## config.mk

```make
export PLATFORM = sky130hd
export DESIGN_NAME = pc_sequencer
export DESIGN_NICKNAME = d
export VERILOG_FILES = /design/src/rtl/mips_pkg.sv /design/src/rtl/ras_stack.sv /design/src/rtl/pc_sequencer.sv
export SDC_FILE = /design/constraint.sdc
export NUM_CORES = 1
export LEC_CHECK = 0
export BUFFER_PORTS_ARGS = -buffer_cell sky130_fd_sc_hd__buf_2
export CAP_MARGIN = 20
export CORE_UTILIZATION = 40
export DETAILED_ROUTE_END_ITERATION = 16
export HOLD_SLACK_MARGIN = 0.12
export PLACE_DENSITY = 0.65
export SYNTH_ARGS = -nofsm -noshare
export SYNTH_HDL_FRONTEND = slang
export SYNTH_SLANG_ARGS = --single-unit
```

## constraint.sdc

```tcl
create_clock -name clock -period 4.5 [get_ports clock]
set_input_delay 0.45 -clock clock [delete_from_list [all_inputs] [get_ports clock]]
set_output_delay 0.45 -clock clock [all_outputs]
set_load 0.02 [all_outputs]
```

## src/rtl/mips_pkg.sv

```systemverilog
// Shared definitions for the MIPS32 fetch-stage program counter.
// Latency: none; declarations only.
// Backpressure: none; declarations only.
package mips_pkg;

  // Source selected for the next fetch address.
  typedef enum logic [1:0] {
    SEQ    = 2'd0,
    BRANCH = 2'd1,
    JREG   = 2'd2,
    JIMM   = 2'd3
  } npc_src_t;

  localparam int          DEF_ADDR_W       = 32;
  localparam int          DEF_JIMM_W       = 26;
  localparam logic [31:0] DEF_RESET_VECTOR = 32'h0;

  // Conditional branch resolution from the decoded branch type and ALU zero flag.
  function automatic logic branch_taken(input logic beq, input logic bne, input logic zero);
    return (beq & zero) | (bne & ~zero);
  endfunction

endpackage

```

## src/rtl/ras_stack.sv

```systemverilog
// Circular return-address stack with saturating count; a push while full overwrites the oldest entry.
// Latency: push/pop take effect on the next clock edge; top is combinational from current state.
// Backpressure: none; the caller gates push/pop (e.g. with stall), pop while empty is ignored.
import mips_pkg::*;

module ras_stack #(
  parameter int W     = DEF_ADDR_W,
  parameter int DEPTH = 4
) (
  input  logic         clock,
  input  logic         reset,
  input  logic         push,
  input  logic         pop,
  input  logic [W-1:0] push_data,
  output logic [W-1:0] top,
  output logic         empty,
  output logic         full
);

  localparam int PTR_W = (DEPTH > 1) ? $clog2(DEPTH) : 1;
  localparam int CNT_W = PTR_W + 1;

  if ((DEPTH < 2) || ((DEPTH & (DEPTH - 1)) != 0)) begin : g_bad_depth
    $error("ras_stack: DEPTH must be a power of two and at least 2");
  end

  logic [W-1:0]     mem [DEPTH];
  logic [PTR_W-1:0] ptr;       // next free slot; oldest entry when full
  logic [PTR_W-1:0] top_ptr;
  logic [CNT_W-1:0] count;
  logic             do_pop;

  assign top_ptr = ptr - PTR_W'(1);
  assign top     = mem[top_ptr];
  assign empty   = (count == '0);
  assign full    = (count == CNT_W'(DEPTH));
  assign do_pop  = pop & ~empty;

  // Entry storage: a push with a simultaneous pop replaces the top in place.
  always_ff @(posedge clock) begin
    if (push) begin
      mem[do_pop ? top_ptr : ptr] <= push_data;
    end
  end

  // Pointer and occupancy tracking; the pointer wraps naturally so a full push discards the oldest.
  always_ff @(posedge clock) begin
    if (reset) begin
      ptr   <= '0;
      count <= '0;
    end else if (push && do_pop) begin
      ptr   <= ptr;
      count <= count;
    end else if (push) begin
      ptr <= ptr + PTR_W'(1);
      if (!full) begin
        count <= count + CNT_W'(1);
      end
    end else if (do_pop) begin
      ptr   <= ptr - PTR_W'(1);
      count <= count - CNT_W'(1);
    end
  end

endmodule

```

## src/rtl/pc_sequencer.sv

```systemverilog
// Fetch program counter: next-pc mux (branch > jr > j/jal > sequential), redirect flag, RAS for jal / jr $ra.
// Latency: one cycle from decode inputs to the new pc; pc_plus is combinational from pc.
// Backpressure: stall holds pc, redirect and RAS; PC_PERF_EN adds perf_redirects / perf_stalls counters.
import mips_pkg::*;

module pc_sequencer #(
  parameter int                ADDR_W       = DEF_ADDR_W,
  parameter int                INC          = 1,
  parameter int                OFF_SHIFT    = 0,
  parameter int                JIMM_W       = DEF_JIMM_W,
  parameter logic [ADDR_W-1:0] RESET_VECTOR = ADDR_W'(DEF_RESET_VECTOR),
  parameter int                RAS_DEPTH    = 4
) (
  input  logic              clock,
  input  logic              reset,
  input  logic              stall,
  input  logic              beq,
  input  logic              bne,
  input  logic              zero,
  input  logic              j,
  input  logic              jal,
  input  logic              jr,
  input  logic              jr_use_ras,
  input  logic [ADDR_W-1:0] branch_off,
  input  logic [ADDR_W-1:0] jump_addr_reg,
  input  logic [JIMM_W-1:0] jump_imm,
  output logic [ADDR_W-1:0] pc,
  output logic [ADDR_W-1:0] pc_plus,
  output logic              redirect,
  output logic              ras_empty,
`ifdef PC_PERF_EN
  output logic              ras_full,
  output logic [31:0]       perf_redirects,
  output logic [31:0]       perf_stalls
`else
  output logic              ras_full
`endif
);

  if (OFF_SHIFT != $clog2(INC)) begin : g_bad_shift
    $error("pc_sequencer: OFF_SHIFT must equal log2(INC)");
  end
  if ((INC < 1) || ((INC & (INC - 1)) != 0)) begin : g_bad_inc
    $error("pc_sequencer: INC must be a power of two");
  end

  // Bits of pc replaced by the jump immediate and its alignment zeros.
  localparam int                JLOW      = JIMM_W + OFF_SHIFT;
  localparam logic [ADDR_W-1:0] JLOW_MASK = (JLOW >= ADDR_W) ? {ADDR_W{1'b1}}
                                          : ((ADDR_W'(1) << JLOW) - ADDR_W'(1));

  npc_src_t          sel;
  logic [ADDR_W-1:0] next_pc;
  logic [ADDR_W-1:0] branch_target;
  logic [ADDR_W-1:0] jimm_target;
  logic [ADDR_W-1:0] ras_top;
  logic              ras_push;
  logic              ras_pop;

  assign pc_plus       = pc + ADDR_W'(INC);
  assign branch_target = pc_plus + (branch_off << OFF_SHIFT);
  assign jimm_target   = (pc & ~JLOW_MASK) | (ADDR_W'(jump_imm) << OFF_SHIFT);

  // Prioritised next-pc selection.
  always_comb begin
    sel     = SEQ;
    next_pc = pc_plus;
    if (branch_taken(beq, bne, zero)) begin
      sel     = BRANCH;
      next_pc = branch_target;
    end else if (jr) begin
      sel     = JREG;
      next_pc = (jr_use_ras && !ras_empty) ? ras_top : jump_addr_reg;
    end else if (j || jal) begin
      sel     = JIMM;
      next_pc = jimm_target;
    end
  end

  // jal links whenever a jump wins (including jalr); a taken branch suppresses the link.
  assign ras_push = ~stall & jal & ((sel == JREG) || (sel == JIMM));
  assign ras_pop  = ~stall & (sel == JREG) & jr_use_ras & ~ras_empty;

  ras_stack #(
    .W     (ADDR_W),
    .DEPTH (RAS_DEPTH)
  ) u_ras (
    .clock     (clock),
    .reset     (reset),
    .push      (ras_push),
    .pop       (ras_pop),
    .push_data (pc_plus),
    .top       (ras_top),
    .empty     (ras_empty),
    .full      (ras_full)
  );

  // pc and redirect registers; both hold across a stall.
  always_ff @(posedge clock) begin
    if (reset) begin
      pc       <= RESET_VECTOR;
      redirect <= 1'b0;
    end else if (!stall) begin
      pc       <= next_pc;
      redirect <= (sel != SEQ);
    end
  end

`ifdef PC_PERF_EN
  // Free-running event counters, wrapping at 2^32.
  always_ff @(posedge clock) begin
    if (reset) begin
      perf_redirects <= '0;
      perf_stalls    <= '0;
    end else begin
      if (stall) begin
        perf_stalls <= perf_stalls + 32'd1;
      end else if (sel != SEQ) begin
        perf_redirects <= perf_redirects + 32'd1;
      end
    end
  end
`endif

endmodule

```

### Word-level counts from Yosys, hierarchy flattened

Memory sizes are Yosys's and may differ from the RTL's.
Cells that the tools add are included.

* add/sub/neg operators: 6
* $mul: 0
* divide/modulo/power cells: 0
* $lt $le $gt $ge: 0
* eq/ne operators: 4
* shift operators: 0
* muxes and demuxes: 14
* bitwise logic cells: 14
* reduce and logical (&&, ||, !) cells: 9

Operators with widths (number)
* 32-bit two-way mux: 4
* 32-bit by 1-bit adder with 32-bit output (second input constant): 1
* 32-bit adder: 1
* 32-bit by 26-bit OR with 32-bit output: 1
* 2-bit two-way mux: 5
* 3-bit two-way mux: 3
* 1-bit AND: 8
* 2-bit equality test (second input constant): 2
* 1-bit NOT: 4
* 2-bit nonzero test: 2
* 3-bit by 1-bit adder with 3-bit output (second input constant): 1
* 3-bit equality test (second input constant): 1
* 3-bit zero test: 1
* 3-bit AND reduction: 1
* 3-bit by 1-bit subtractor with 3-bit output (second input constant): 1
* 2-bit by 1-bit adder with 2-bit output (second input constant): 1
* 1-bit logical AND: 2
* 1-bit logical OR: 2
* 1-bit two-way mux: 2
* 2-bit inequality test (second input constant): 1
* 2-bit by 1-bit subtractor with 2-bit output (second input constant): 1
* 1-bit zero test: 1
* 1-bit OR: 1

* flip-flop bits (word level): 38
* latch bits: 0
* memory bits (writable): 128
* memory bits (read-only): 0
* bits of input ports: 100
* output and inout bits: 67
* memories kept: 1

Memories
* u_ras.mem: depth 4, width 32, read ports 1, clocked after Yosys merged registers in 0, write ports 1, RTL line ras_stack.sv:27 `logic [W-1:0] mem [DEPTH];`

### Depth between registers and ports, before layout

* depth after elaboration: 12
* gate-level depth with buffers: 17

### Hierarchy

Synthesis repeated with hierarchy kept, for this count alone.

* cells, all modules: 826
* area, all modules: 9659.3 um^2

By module, submodules not included
* ras_stack: times used 1, cells each 224, area each 5039.8 um^2, seq. area each 3943.8 um^2
* pc_sequencer: times used 1, cells each 602, area each 4619.4 um^2, seq. area each 660.6 um^2

### Worst setup path after synthesis

Ideal clock, no wire load.

* path kind: flip-flop to flip-flop
* start: register pc[0]
* end: register pc[29]
* setup time: 0.070 ns
* arrival: 4.036 ns
* slack: 0.394 ns
* stages on the path, launching flop included: 18
* path buffers: 2
* cell sequence: dfxtp_1 ha_1 and3_1 clkbuf_1 nand3_1 nor2_1 nand4_1 xnor2_1 ha_1 clkbuf_1 nand2_1 o21ba_2 o21bai_1 a21oi_1 nor3b_1 a221o_1 or4_1 a21oi_1

* elaborated cells on any way between the ends: 5
* classes of those cells: 2 x add/sub; 3 x mux

RTL lines
* from (decl): RTL line pc_sequencer.sv:27 `output logic [ADDR_W-1:0] pc,`
* from (signal assigned): RTL line pc_sequencer.sv:104 `pc <= next_pc;`
* 32-bit by 1-bit adder with 32-bit output: RTL line pc_sequencer.sv:60 `assign pc_plus = pc + ADDR_W'(INC);`
* via pc_plus[24]: RTL line pc_sequencer.sv:28 `output logic [ADDR_W-1:0] pc_plus,`
* 32-bit adder: RTL line pc_sequencer.sv:61 `assign branch_target = pc_plus + (branch_off << OFF_SHIFT);`
* 32-bit two-way mux: RTL line pc_sequencer.sv:68 `if (branch_taken(beq, bne, zero)) begin`

The timed path passes the listed nets, and every way through them passes these cells.
A chain may end at the register's enable or synchronous reset.

### Final worst setup path

* start: register pc[4]
* end: register pc[29]

* cells in the longest elaborated chain, start to end: 4
* elaborated cells on any way between the ends: 5
* classes of those cells: 2 x add/sub; 3 x mux

RTL lines (RTL line)
* 32-bit by 1-bit adder with 32-bit output *: pc_sequencer.sv:60
* parallel branches: the longest is 2 deep, another holds 32-bit adder
* 32-bit two-way mux *: pc_sequencer.sv:68

Every way passes the cells marked *.

==> out/summary.md <==
## Final layout
- 26.3% — fraction of layout instances using a drive strength above 1
- 20.5% — Area growth, synth to finish
- 11700 µm² — final instance area
- 0 — n_diodes
- 2275 — number of inserted filler cells in the final layout
- 1231 — Final #Nets
- 1422 — Layout Cells excl Fill
- 49.5% — Layout Utilization

## Logic synthesis
- 0% — Async S/R FF share, synth
- 166 — number of flip-flops and latches in the synthesized netlist
- 918 — Post-Syn Instances
- 9730 µm² — Cell Area, Synth
- 10.6 µm² — per-instance average area after synthesis
- edfxtp_1 — cell taking the most area after synthesis
- 1059 — Synth Net Count
- 77 — distinct cell type count of the synthesized netlist
- nand2_1 — most frequently used cell type in the post-synthesis netlist
- nand2_1, edfxtp_1, a21oi_1 — top cells by instance count after synthesis
- edfxtp_1, dfxtp_1, mux4_2 — ranking of synthesized cells by area
- 128 — EDFF count, synth
- edfxtp_1 — Most used DFF post-synth
- 0 — count of warnings emitted by yosys
- 47.3% — fraction of the yosys area taken by sequential cells
- 39.5% — area share of the largest cell type after synthesis

## Floorplan
- 158 µm — Vert. Die Dim
- 56 — number of core rows
- 25000 µm² — Die Outline Area
- 41.1% — Initial Utilization
- 167 — IO Pins
- 158 µm — horizontal die dimension
- 23700 µm² — core region area

## CTS
- 0.06 ns — clk slew on worst S/H paths
- 0 — setup bufs post-CTS
- done — TritonCTS clock tree
- 17 — Num CTS Buffers
- 0 — number of gates resized after cts
- 0.44 ns — clk_lat worst skew
- 2 — maximum count of clock buffers along a single path
- 0 — hold buffers post-CTS
- 4 — Max H-tree Level
- 166 — TritonCTS Sinks
- clkbuf_16 — cell at the root of the clock tree

## Worst setup path
- 4.56 ns — worst path arrival time
- flip-flop — kind of end point of the critical path
- xnor2_1 — cell at the slowest stage of the critical path
- and4_1 -> nand3_2 -> or2_1 -> xnor2_1 -> ha_1 -> a21o_1 -> a21oi_1 -> nor3_1 -> a211oi_4 -> nor3_1 -> or4_1 -> a21oi_1 — worst-path cell chain
- flip-flop — startpoint type of the worst setup path
- 7 — maximum fanout encountered on the critical timing path
- reg2reg — Worst Setup Path Type
- 4.87 ns — required time worst endpoint
- 0.67 ns — CP peak stage delay

## Routing
- 825 — number of violations reported at the end of detailed-routing iteration 0
- 8 — DR pass1 iterations
- 22.6 µm — wire length per cell
- 0 — Remaining DRCs
- 5.86 — routed vias/inst
- 32100 µm — total routed wirelength
- 0 — remaining antenna violation count
- 8334 — Via Count

## GRT
- 7748 — vias in the first global route
- 47500 µm — wire length of the first global-routing pass
- 39 — largest net degree at the start of global routing
- 0 — aggregate global routing overflow
- 0 — number of antenna violations at the first check in global routing
- 26.2% — Global Route Usage Sum

## Placement
- 166 — number of input and output port buffers inserted
- 0.952 — routability cong.
- 11100 µm² — placed inst area
- 23100 µm — HPWL after detailed placement
- 1389 — cell total after placement

## Timing
- 0.987 ns — actual slew at the worst max-slew pin
- 34.1% — relative slew slack
- 0.0124 ns — clk_skew
- 238 MHz — Peak Freq
- 0 — Final Slew Violations
- 93.2% — Tcrit/Tclk final
- 4.19 ns — Period minus WS final
- no — setup repair after global routing missed its margin
- 0 — number of hold-slack violations in the final timing report
- 0 — final number of setup-violating endpoints
- 0 ns — summed negative setup slack over all endpoints

## Power and ir drop
- 0.000204 V — VDD IR max
- 4.39 mW — total chip power
- 4.66 nW — Leak Pwr
- 374 nW/µm² — Cell Pwr Density

## Status
- complete, no violations — result of the run

## Run
- 0 — maximum capacitance violations

## Worst hold path
- in2reg — worst hold path type

## power breakdown
part / total (mW) / internal [mW] / leakage, nW / switching, mW
logic: 1.04 / 0.393 / 2.87 / 0.650
registers: 1.80 / 1.72 / 1.49 / 0.0712
clock network: 1.55 / 0.889 / 0.303 / 0.660
total: 4.39 / 3.01 / 4.66 / 1.38
## cell usage in the layout (no fill, tap or decap), types with 5 or more instances in the layout
cell type	netlist	routed
nand3_1	21	21
edfxtp_1	128	128
buf_2	7	166
nand2_1	137	137
mux4_2	32	32
a21o_1	20	20
clkbuf_16	0	17
dfxtp_1	38	37
a211oi_1	14	14
xnor2_1	38	38
inv_1	17	17
xor2_1	16	16
nor3_1	20	20
o21bai_1	5	5
nor2_1	60	56
ha_1	39	39
and3_1	11	11
and4_1	7	7
a311oi_1	6	6
o211ai_1	6	6
nand4_1	11	11
o21ai_0	37	37
a31oi_1	8	8
a21oi_1	82	82
buf_4	0	36
o21ai_1	7	7
a221oi_1	8	8
mux2i_1	16	15
## critical path, delay by kind of cell, from the launching register on
kind | cells | cell delay, ns
AOI/OAI and AO/OA | 4 | 0.89
xor gates and xnor gates | 1 | 0.67
adders and majority gates | 1 | 0.46
DFF | 1 | 0.45
and+or+nand+nor | 6 | 1.65
## final cells by class
cell class,count,area [µm²],share of cell area (%)
sequential,166,4610,39.3
timing repair buffer,204,1150,9.79
clock inverter,15,193,1.64
clock buffer,17,425,3.63
tap,319,399,3.40
multi-input combinational,683,4890,41.7
inverter,18,67.6,0.576
## routing by layer
metal	routed length [µm]	track usage, %
met5	0	0
met4	992	9.94
met3	2430	4.27
met2	14100	39.1
met1	14700	37.9
## cell families (layout without fill, tap and decap cells)
family                   count (synthesis)  after routing  share of synthesized area [%]
AO/OA/AOI/OAI                          237            237                           16.0
multiplexers                            49             49                           9.17
adder cells (fa/ha/maj)                 41             41                           5.43
buffers and inverters                   69            254                           2.75
AND/OR/NAND/NOR                        302            302                           14.5
XOR/XNOR                                54             54                           4.86
flip-flops                             166            166                           47.3
## flip-flops by register name, summed over array words and instances (netlist names)
register and count:
pc 32, redirect 1, u_ras.count 3, u_ras.mem 128, u_ras.ptr 2
## final timing paths
check	endpoint	start	cells past startpoint	slack (ns)
max	pc[29]$_SDFFE_PP0P_	pc[4]$_SDFFE_PP0N_	12	0.31
min	pc[5]$_SDFFE_PP0N_	jump_imm[5]	3	0.37
max reg2reg	pc[29]$_SDFFE_PP0P_	pc[4]$_SDFFE_PP0N_	12	0.31
min reg2reg	redirect$_SDFFE_PP0N_	redirect$_SDFFE_PP0N_	2	0.52
## stage by stage
step,setup slack [ns],hold WS [ns]
2_1_floorplan,0.394,0.541
3_3_place_gp,0.538,0.500
3_5_place_dp,0.477,0.512
4_1_cts,0.432,0.369
5_1_grt,0.0911,0.402
6_report,0.306,0.370
Power figures use the tool's default switching activity.
